===== config.mk =====
export PLATFORM = sky130hd
export DESIGN_NAME = uart_tx_frame
export DESIGN_NICKNAME = d
export VERILOG_FILES = /design/src/rtl/uart_pkg.sv /design/src/rtl/uart_baud_tick.sv /design/src/rtl/uart_tx_frame.sv
export SDC_FILE = /design/constraint.sdc
export NUM_CORES = 1
export LEC_CHECK = 0
export BUFFER_PORTS_ARGS = -buffer_cell sky130_fd_sc_hd__buf_2
export CAP_MARGIN = 20
export CORE_ASPECT_RATIO = 1.75
export CORE_MARGIN = 1.5
export CORE_UTILIZATION = 35
export DETAILED_ROUTE_END_ITERATION = 12
export GPL_TIMING_DRIVEN = 0
export PLACE_DENSITY = 0.49
export SLEW_MARGIN = 5
export SYNTH_ARGS = -nofsm -noshare
export SYNTH_HDL_FRONTEND = slang
export SYNTH_SLANG_ARGS = --single-unit

===== constraint.sdc =====
create_clock -name sclk -period 2.46 [get_ports sclk]
set_input_delay 0.246 -clock sclk [delete_from_list [all_inputs] [get_ports sclk]]
set_output_delay 0.246 -clock sclk [all_outputs]
set_load 0.01 [all_outputs]

===== src/rtl/uart_pkg.sv =====
// Shared UART definitions: parity modes, FSM state encoding and frame-length helper.
// Used by the transmitter and intended for the matching receiver.
package uart_pkg;

  localparam int unsigned PAR_NONE = 0;
  localparam int unsigned PAR_ODD  = 1;
  localparam int unsigned PAR_EVEN = 2;

  localparam logic [2:0] ST_IDLE   = 3'd0;
  localparam logic [2:0] ST_START  = 3'd1;
  localparam logic [2:0] ST_DATA   = 3'd2;
  localparam logic [2:0] ST_PARITY = 3'd3;
  localparam logic [2:0] ST_STOP   = 3'd4;

  // Number of bit periods in one frame: start + data + optional parity + stop.
  function automatic int unsigned frame_bits(input int unsigned data_w,
                                             input int unsigned parity,
                                             input int unsigned stop_bits);
    return 1 + data_w + ((parity != PAR_NONE) ? 1 : 0) + stop_bits;
  endfunction

endpackage


===== src/rtl/uart_baud_tick.sv =====
// Baud-rate divider: emits a one-cycle tick after every BAUD_DIV enabled cycles.
// The synchronous clear realigns the count to the start of a bit period.
module uart_baud_tick
  import uart_pkg::*;
#(
  parameter int unsigned BAUD_DIV = 5208
) (
  input  logic sclk,
  input  logic s_rst_n,
  input  logic en,
  input  logic clr,
  output logic tick
);

  localparam int unsigned CntW = $clog2(BAUD_DIV);
  localparam logic [CntW-1:0] CntLast = CntW'(BAUD_DIV - 1);

  logic [CntW-1:0] cnt_q, cnt_d;

  assign tick = en && (cnt_q == CntLast);

  always_comb begin
    cnt_d = cnt_q;
    if (clr) begin
      cnt_d = '0;
    end else if (en) begin
      cnt_d = tick ? '0 : cnt_q + 1'b1;
    end
  end

  always_ff @(posedge sclk or negedge s_rst_n) begin
    if (!s_rst_n) begin
      cnt_q <= '0;
    end else begin
      cnt_q <= cnt_d;
    end
  end

endmodule


===== src/rtl/uart_tx_frame.sv =====
// UART transmitter: valid/ready word intake, LSB-first serialisation with optional parity
// and one or two stop bits, registered line output and a frame-completion pulse.
module uart_tx_frame
  import uart_pkg::*;
#(
  parameter int unsigned BAUD_DIV  = 5208,
  parameter int unsigned DATA_W    = 8,
  parameter int unsigned PARITY    = 0,
  parameter int unsigned STOP_BITS = 1
) (
  input  logic              sclk,
  input  logic              s_rst_n,
  input  logic              tx_valid,
  input  logic [DATA_W-1:0] tx_data,
  output logic              tx_ready,
  output logic              rs232_tx,
  output logic              tx_busy,
  output logic              tx_done
);

  if (PARITY > PAR_EVEN) begin : g_bad_parity
    $error("uart_tx_frame: PARITY must be 0, 1 or 2");
  end
  if (STOP_BITS < 1 || STOP_BITS > 2) begin : g_bad_stop
    $error("uart_tx_frame: STOP_BITS must be 1 or 2");
  end
  if (DATA_W < 5 || DATA_W > 9) begin : g_bad_width
    $error("uart_tx_frame: DATA_W must be within 5..9");
  end
  if (BAUD_DIV < 4) begin : g_bad_baud
    $error("uart_tx_frame: BAUD_DIV must be at least 4");
  end

  localparam int unsigned BitW = $clog2(DATA_W + 1);
  localparam logic [BitW-1:0] DataLast = BitW'(DATA_W - 1);
  localparam logic [BitW-1:0] StopLast = BitW'(STOP_BITS - 1);

  logic [2:0]        state_q, state_d;
  logic [DATA_W-1:0] shift_q, shift_d;
  logic [BitW-1:0]   bit_q, bit_d;
  logic              par_q, par_d;
  logic              line_q, line_d;
  logic              busy_q, busy_d;
  logic              done_q, done_d;
  logic              tick;

  uart_baud_tick #(
    .BAUD_DIV(BAUD_DIV)
  ) u_baud_tick (
    .sclk   (sclk),
    .s_rst_n(s_rst_n),
    .en     (state_q != ST_IDLE),
    .clr    (state_q == ST_IDLE),
    .tick   (tick)
  );

  always_comb begin
    state_d = state_q;
    shift_d = shift_q;
    bit_d   = bit_q;
    par_d   = par_q;
    case (state_q)
      ST_IDLE: begin
        if (tx_valid) begin
          state_d = ST_START;
          shift_d = tx_data;
          bit_d   = '0;
          par_d   = (PARITY == PAR_ODD) ? ~^tx_data : ^tx_data;
        end
      end
      ST_START: begin
        if (tick) state_d = ST_DATA;
      end
      ST_DATA: begin
        if (tick) begin
          if (bit_q == DataLast) begin
            bit_d   = '0;
            state_d = (PARITY != PAR_NONE) ? ST_PARITY : ST_STOP;
          end else begin
            bit_d   = bit_q + 1'b1;
            shift_d = shift_q >> 1;
          end
        end
      end
      ST_PARITY: begin
        if (tick) state_d = ST_STOP;
      end
      ST_STOP: begin
        if (tick) begin
          if (bit_q == StopLast) begin
            bit_d   = '0;
            state_d = ST_IDLE;
          end else begin
            bit_d = bit_q + 1'b1;
          end
        end
      end
      default: state_d = ST_IDLE;
    endcase

    // Line level follows the next state so it changes on the same edge as the FSM.
    case (state_d)
      ST_START:  line_d = 1'b0;
      ST_DATA:   line_d = shift_d[0];
      ST_PARITY: line_d = par_d;
      default:   line_d = 1'b1;
    endcase

    busy_d = (state_d != ST_IDLE);
    done_d = (state_q == ST_STOP) && (state_d == ST_IDLE);
  end

  always_ff @(posedge sclk or negedge s_rst_n) begin
    if (!s_rst_n) begin
      state_q <= ST_IDLE;
      shift_q <= '0;
      bit_q   <= '0;
      par_q   <= 1'b0;
      line_q  <= 1'b1;
      busy_q  <= 1'b0;
      done_q  <= 1'b0;
    end else begin
      state_q <= state_d;
      shift_q <= shift_d;
      bit_q   <= bit_d;
      par_q   <= par_d;
      line_q  <= line_d;
      busy_q  <= busy_d;
      done_q  <= done_d;
    end
  end

  assign tx_ready = (state_q == ST_IDLE);
  assign rs232_tx = line_q;
  assign tx_busy  = busy_q;
  assign tx_done  = done_q;

endmodule


Yosys cells after proc, flatten, opt, wreduce, memory -nomap -nowiden
Index checks and enable logic that the tools add are counted.
- add/sub/neg operators: 2
- eq/ne operators: 13
- multiplexer cells: 24
- reductions and logical operators: 13
- operator list (operator ; number):
    two-way mux 13 bit ; 3
    two-way mux 8 bit ; 3
    two-way mux 3 bit ; 7
    two-way mux 4 bit ; 5
    case mux 8 bit (2 select lines) ; 1
    case mux 3 bit (5 select lines) ; 1
    adder 13 x 1 -> 13 bit, second input constant ; 1
    equality test 13 bit, second input constant ; 1
    equality test 3 x 2 -> 1 bit, second input constant ; 4
    case mux 4 bit (3 select lines) ; 1
    nonzero test 3 bit ; 3
    AND reduction 4 bit ; 2
    XOR reduction 8 bit ; 1
    equality test 3 x 1 -> 1 bit, second input constant ; 2
    zero test 3 bit ; 2
    adder 4 x 1 -> 4 bit, second input constant ; 1
    equality test 4 x 3 -> 1 bit, second input constant ; 1
    zero test 4 bit ; 1
    inequality test 2 x 1 -> 1 bit, second input constant ; 2
    inequality test 2 bit, second input constant ; 2
    nonzero test 2 bit ; 2
    equality test 3 bit, second input constant ; 1
    case mux 1 bit (3 select lines) ; 1
    logical AND 1 bit ; 2
    two-way mux 1 bit ; 2
- register bits: 32
- output and inout port bits: 4
- logic and storage cells: 61

Longest topological paths before layout
- depth in word-level cells: 6
- mapped depth: 7
- depth with buffers taken out: 6

Modules after synthesis
A second synthesis with hierarchy kept.
- cells, all modules: 186
- area total of the unflattened synthesis: 1799.2 µm²
- by module, submodules not included (module ; times used ; cells each ; area an instance (µm²) ; seq. area each (µm²)):
    uart_tx_frame ; 1 ; 111 ; 1053.5 ; 476.7
    uart_baud_tick ; 1 ; 75 ; 745.7 ; 325.3

Worst setup path before layout
Ideal clock, no wire load.
- path kind: register -> register
- from: register u_baud_tick.cnt_q[3]
- to: register shift_q[7]
- library setup time: 0.121 ns
- arrival: 2.074 ns
- required time: 2.339 ns
- setup slack: 0.265 ns
- cell stages (with the launch flop): 7
- cells stage by stage: dfrtp_1 > or4_4 > nor4_4 > buf_6 > nand3b_1 > a211o_1 > a22o_1
- cells in the longest elaborated chain, start to end: 4
- ends and longest elaborated chain (element ; RTL line ; RTL):
    start, declared ; uart_baud_tick.sv:18 ; logic [CntW-1:0] cnt_q, cnt_d;
    start signal, assigned ; uart_baud_tick.sv:35 ; cnt_q <= cnt_d;
    equality test 13 bit ; uart_baud_tick.sv:20 ; assign tick = en && (cnt_q == CntLast);
    logical AND 1 bit ; uart_baud_tick.sv:20 ;
    inequality test 2 x 1 -> 1 bit (no source line) ; n/a ;
    AND reduction 4 bit (no source line) ; n/a ;
    end signal, assigned ; uart_tx_frame.sv:124 ; shift_q <= shift_d;
    end, declared ; uart_tx_frame.sv:39 ; logic [DATA_W-1:0] shift_q, shift_d;
Every way passes these cells.
A chain may end at the register's enable or synchronous reset.

Worst setup path after layout
Same ends and word-level chain as after synthesis.

==> results.ini <==
[synthesis]
synthCells=168
yosysSeqAreaShare_pct=47.38
yosysWarnings=0
synthesis.nets=182
avgSynthCellArea_um2=10.08
synth_cell_types=43
synth_seq_cells=32
synth-edff-count=0
synth_area_um2=1693
synthArstFlopShare_pct=100.0
synthFlopType=dfrtp_1

[routing]
drt_iter0_drc=22
routedWlPerCell_um=14.20
detail-route-antenna-nets=0
via_count=1289
routed_wl_um=3465
vias_per_cell=5.283
drc=0
drtPass1Iterations=3

[worst_setup_path]
cp.arrival_ns=2.55
critPathMaxFanout=7
reg2regPathDepth=6
timing.rr.end=shift_q[7]
r2r_slack_ns=0.08
worstPathRequired_ns=2.64
start_kind=register
end_kind=register
path_class=register to register
critPathLaunch=u_baud_tick.cnt_q[3]
rr_startpoint=u_baud_tick.cnt_q[3]
crit_path_end=shift_q[7]

[power_and_ir_drop]
powerDensity_nw_per_um2=583.4
ir_drop_v=0.0004097
p_leak_nw=0.8974

[sta]
finalHoldViolations=0
max_freq_mhz=420.3
slew_headroom_pct=52.23
finalSetupViolCount=0
finalClockSkew_ns=0.003132
post-route-period-util_pct=96.72
finalSetupTns_ns=0
drv_slew=0
worst_slew_pin_slew_ns=0.7165
min_period_ns=2.379

[clocking]
cts_htree_levels=2
clk_path_buf_depth=2
clk_pin_slew_ns=0.07
cts_buffers=5
ctsHoldBuffers=0
cts_root_buf=clkbuf_8
clkLatencyLatePin_ns=0.28
clock_sinks=32
cts_tree=built

[final_layout]
drive_above_1_share_pct=19.79
n_antenna_cell=0
regArea_um2=803.3
nFillCells=477
multi_input_area_um2=847.1
nets=205
final_area_um2=1977
syn_to_final_growth_pct=16.78

[global_routing]
grt_pass1_wl_um=6016
grt_usage_pct=14.91
grt_max_degree=33
grt_overflow=0
grt_pass1_vias=1337
antenna_found_initial=0

[placement]
gp_congestion=0.8352
portBuffers=14
dp_hpwl_um=2539
dpl_cell_area_um2=1828

[outcome]
status=finished clean

[die]
fp-row-count=33
coreArea_um2=4666
start_util_pct=36.28
die_x_um=55.57
ios=15
fp.dieH_um=95
die_area_um2=5279

[hold_path]
worst_hold_path_type=input pin to async pin

[job]
cap_viol_max_count=0

==> report_power, final <==
group	internal (W)	total [W]	switching [W]
clock network	0.000357	0.000556	0.000199
registers	0.000535	0.000542	0.00000634
logic	0.0000259	0.0000556	0.0000297
total	0.000919	0.00115	0.000235
==> critical path: stages (launching register included) <==
cell and delay (ns):
dfrtp_2 0.45, or4_4 0.56, nor4_4 0.41, buf_6 0.18, nand3b_1 0.09, a211o_4 0.40
a22o_1 0.18
==> sequential cells by signal, summed over array words and instances, names as in the netlist <==
register and flops:
state_q 3, u_baud_tick.cnt_q 13, par_q 1, tx_done 1, shift_q 8, bit_q 4
rs232_tx 1, tx_busy 1
==> worst min path at each step <==
stage / endpoint / startpoint / slack [ns] / cells past startpoint
floorplan: bit_q[0] / s_rst_n / -0.05 / 0
global placement: u_baud_tick.cnt_q[6] / s_rst_n / 0.34 / 1
detailed placement: u_baud_tick.cnt_q[6] / s_rst_n / 0.35 / 1
CTS: par_q / s_rst_n / 0.04 / 1
global route: u_baud_tick.cnt_q[3] / s_rst_n / 0.08 / 1
finish: u_baud_tick.cnt_q[3] / s_rst_n / 0.007 / 1
==> repair_timing <==
action	4_1_cts	5_1_grt
gates resized for setup	0	2
pin swaps	1	1
gates cloned	0	1
setup endpoints to repair	7	7
setup buffers	0	1
==> final cells by class <==
class | count | area share [%]
Sequential cell | 32 | 40.63
Inverter | 4 | 0.7595
Timing Repair Buffer | 16 | 4.177
Clock buffer | 7 | 4.873
Tap cell | 52 | 3.291
Buffer | 8 | 1.899
Clock inverter | 1 | 1.519
Multi-Input combinational cell | 124 | 42.85
==> stage by stage <==
stage                     hold slack [ns]  total power, W  utilization, %  setup WS, ns  cells
after floorplan                  -0.04959       0.0005808               -        0.2655    168
after global placement             0.3445       0.0006074           39.18       0.01937    234
after detailed placement           0.3515       0.0006088           39.18     -0.005024    234
after CTS                         0.03923        0.001173           41.89       0.07176    242
after global routing              0.07758        0.001205           42.37     -0.008431    244
final                            0.006763        0.001153           42.37       0.08064    244
==> cell usage in the layout, fill, tap and decap left out, types with 2 or more instances in the layout <==
cell	count
a21o_1	7
a21oi_1	4
a22o_1	8
buf_2	15
clkbuf_1	7
clkbuf_8	7
dfrtp_1	30
ha_1	3
inv_1	4
nand2_1	9
nand2b_1	4
nand3_1	9
nand3b_1	2
nor2_1	19
nor2b_1	2
nor3_1	5
o21ai_0	5
o21bai_1	2
o31ai_1	2
or2_2	2
or4_4	2
xnor2_1	12
xor2_1	6
==> synthesized netlist by cell type (2+ instances only) <==
library cell | n | share of area (%)
nand3_1 | 9 | 2.7
nor2b_1 | 2 | 0.74
a211o_1 | 2 | 1.0
nor2_1 | 19 | 4.2
a22o_1 | 8 | 4.1
o21bai_1 | 2 | 0.89
a21oi_1 | 4 | 1.2
clkbuf_1 | 7 | 1.6
a21o_1 | 7 | 3.1
or2_2 | 2 | 0.74
o31ai_1 | 2 | 0.89
nand2b_1 | 4 | 1.5
or4_4 | 2 | 1.3
dfrtp_1 | 31 | 46
nor3_1 | 5 | 1.5
nand3b_1 | 2 | 0.89
ha_1 | 3 | 2.2
o21ai_0 | 5 | 1.5
xnor2_1 | 12 | 6.2
xor2_1 | 6 | 3.1
inv_1 | 4 | 0.89
nand2_1 | 9 | 2.0
==> logic make-up (layout without fill, tap and decap cells) <==
kind of cell	count (synthesis)	after routing	share of synthesized area [%]
compound gates	37	37	16.11
xor+xnor	18	18	9.313
fa+ha+maj	3	3	2.218
buf+inv	12	36	3.104
flops	32	32	47.38
mux	1	1	0.5913
simple gates	65	65	21.29
==> per-layer routing <==
metal | track usage (%) | vias to the layer above | part of all wire (%) | routed length [µm]
li1 | - | 631 | - | -
met1 | 14.93 | 630 | 38 | 1300
met2 | 27.38 | 19 | 56 | 1937
met3 | 3.562 | 9 | 3.2 | 111
met4 | 9.146 | 0 | 3.3 | 116
met5 | 0 | - | 0 | 0
Power figures use the tool's default switching activity.
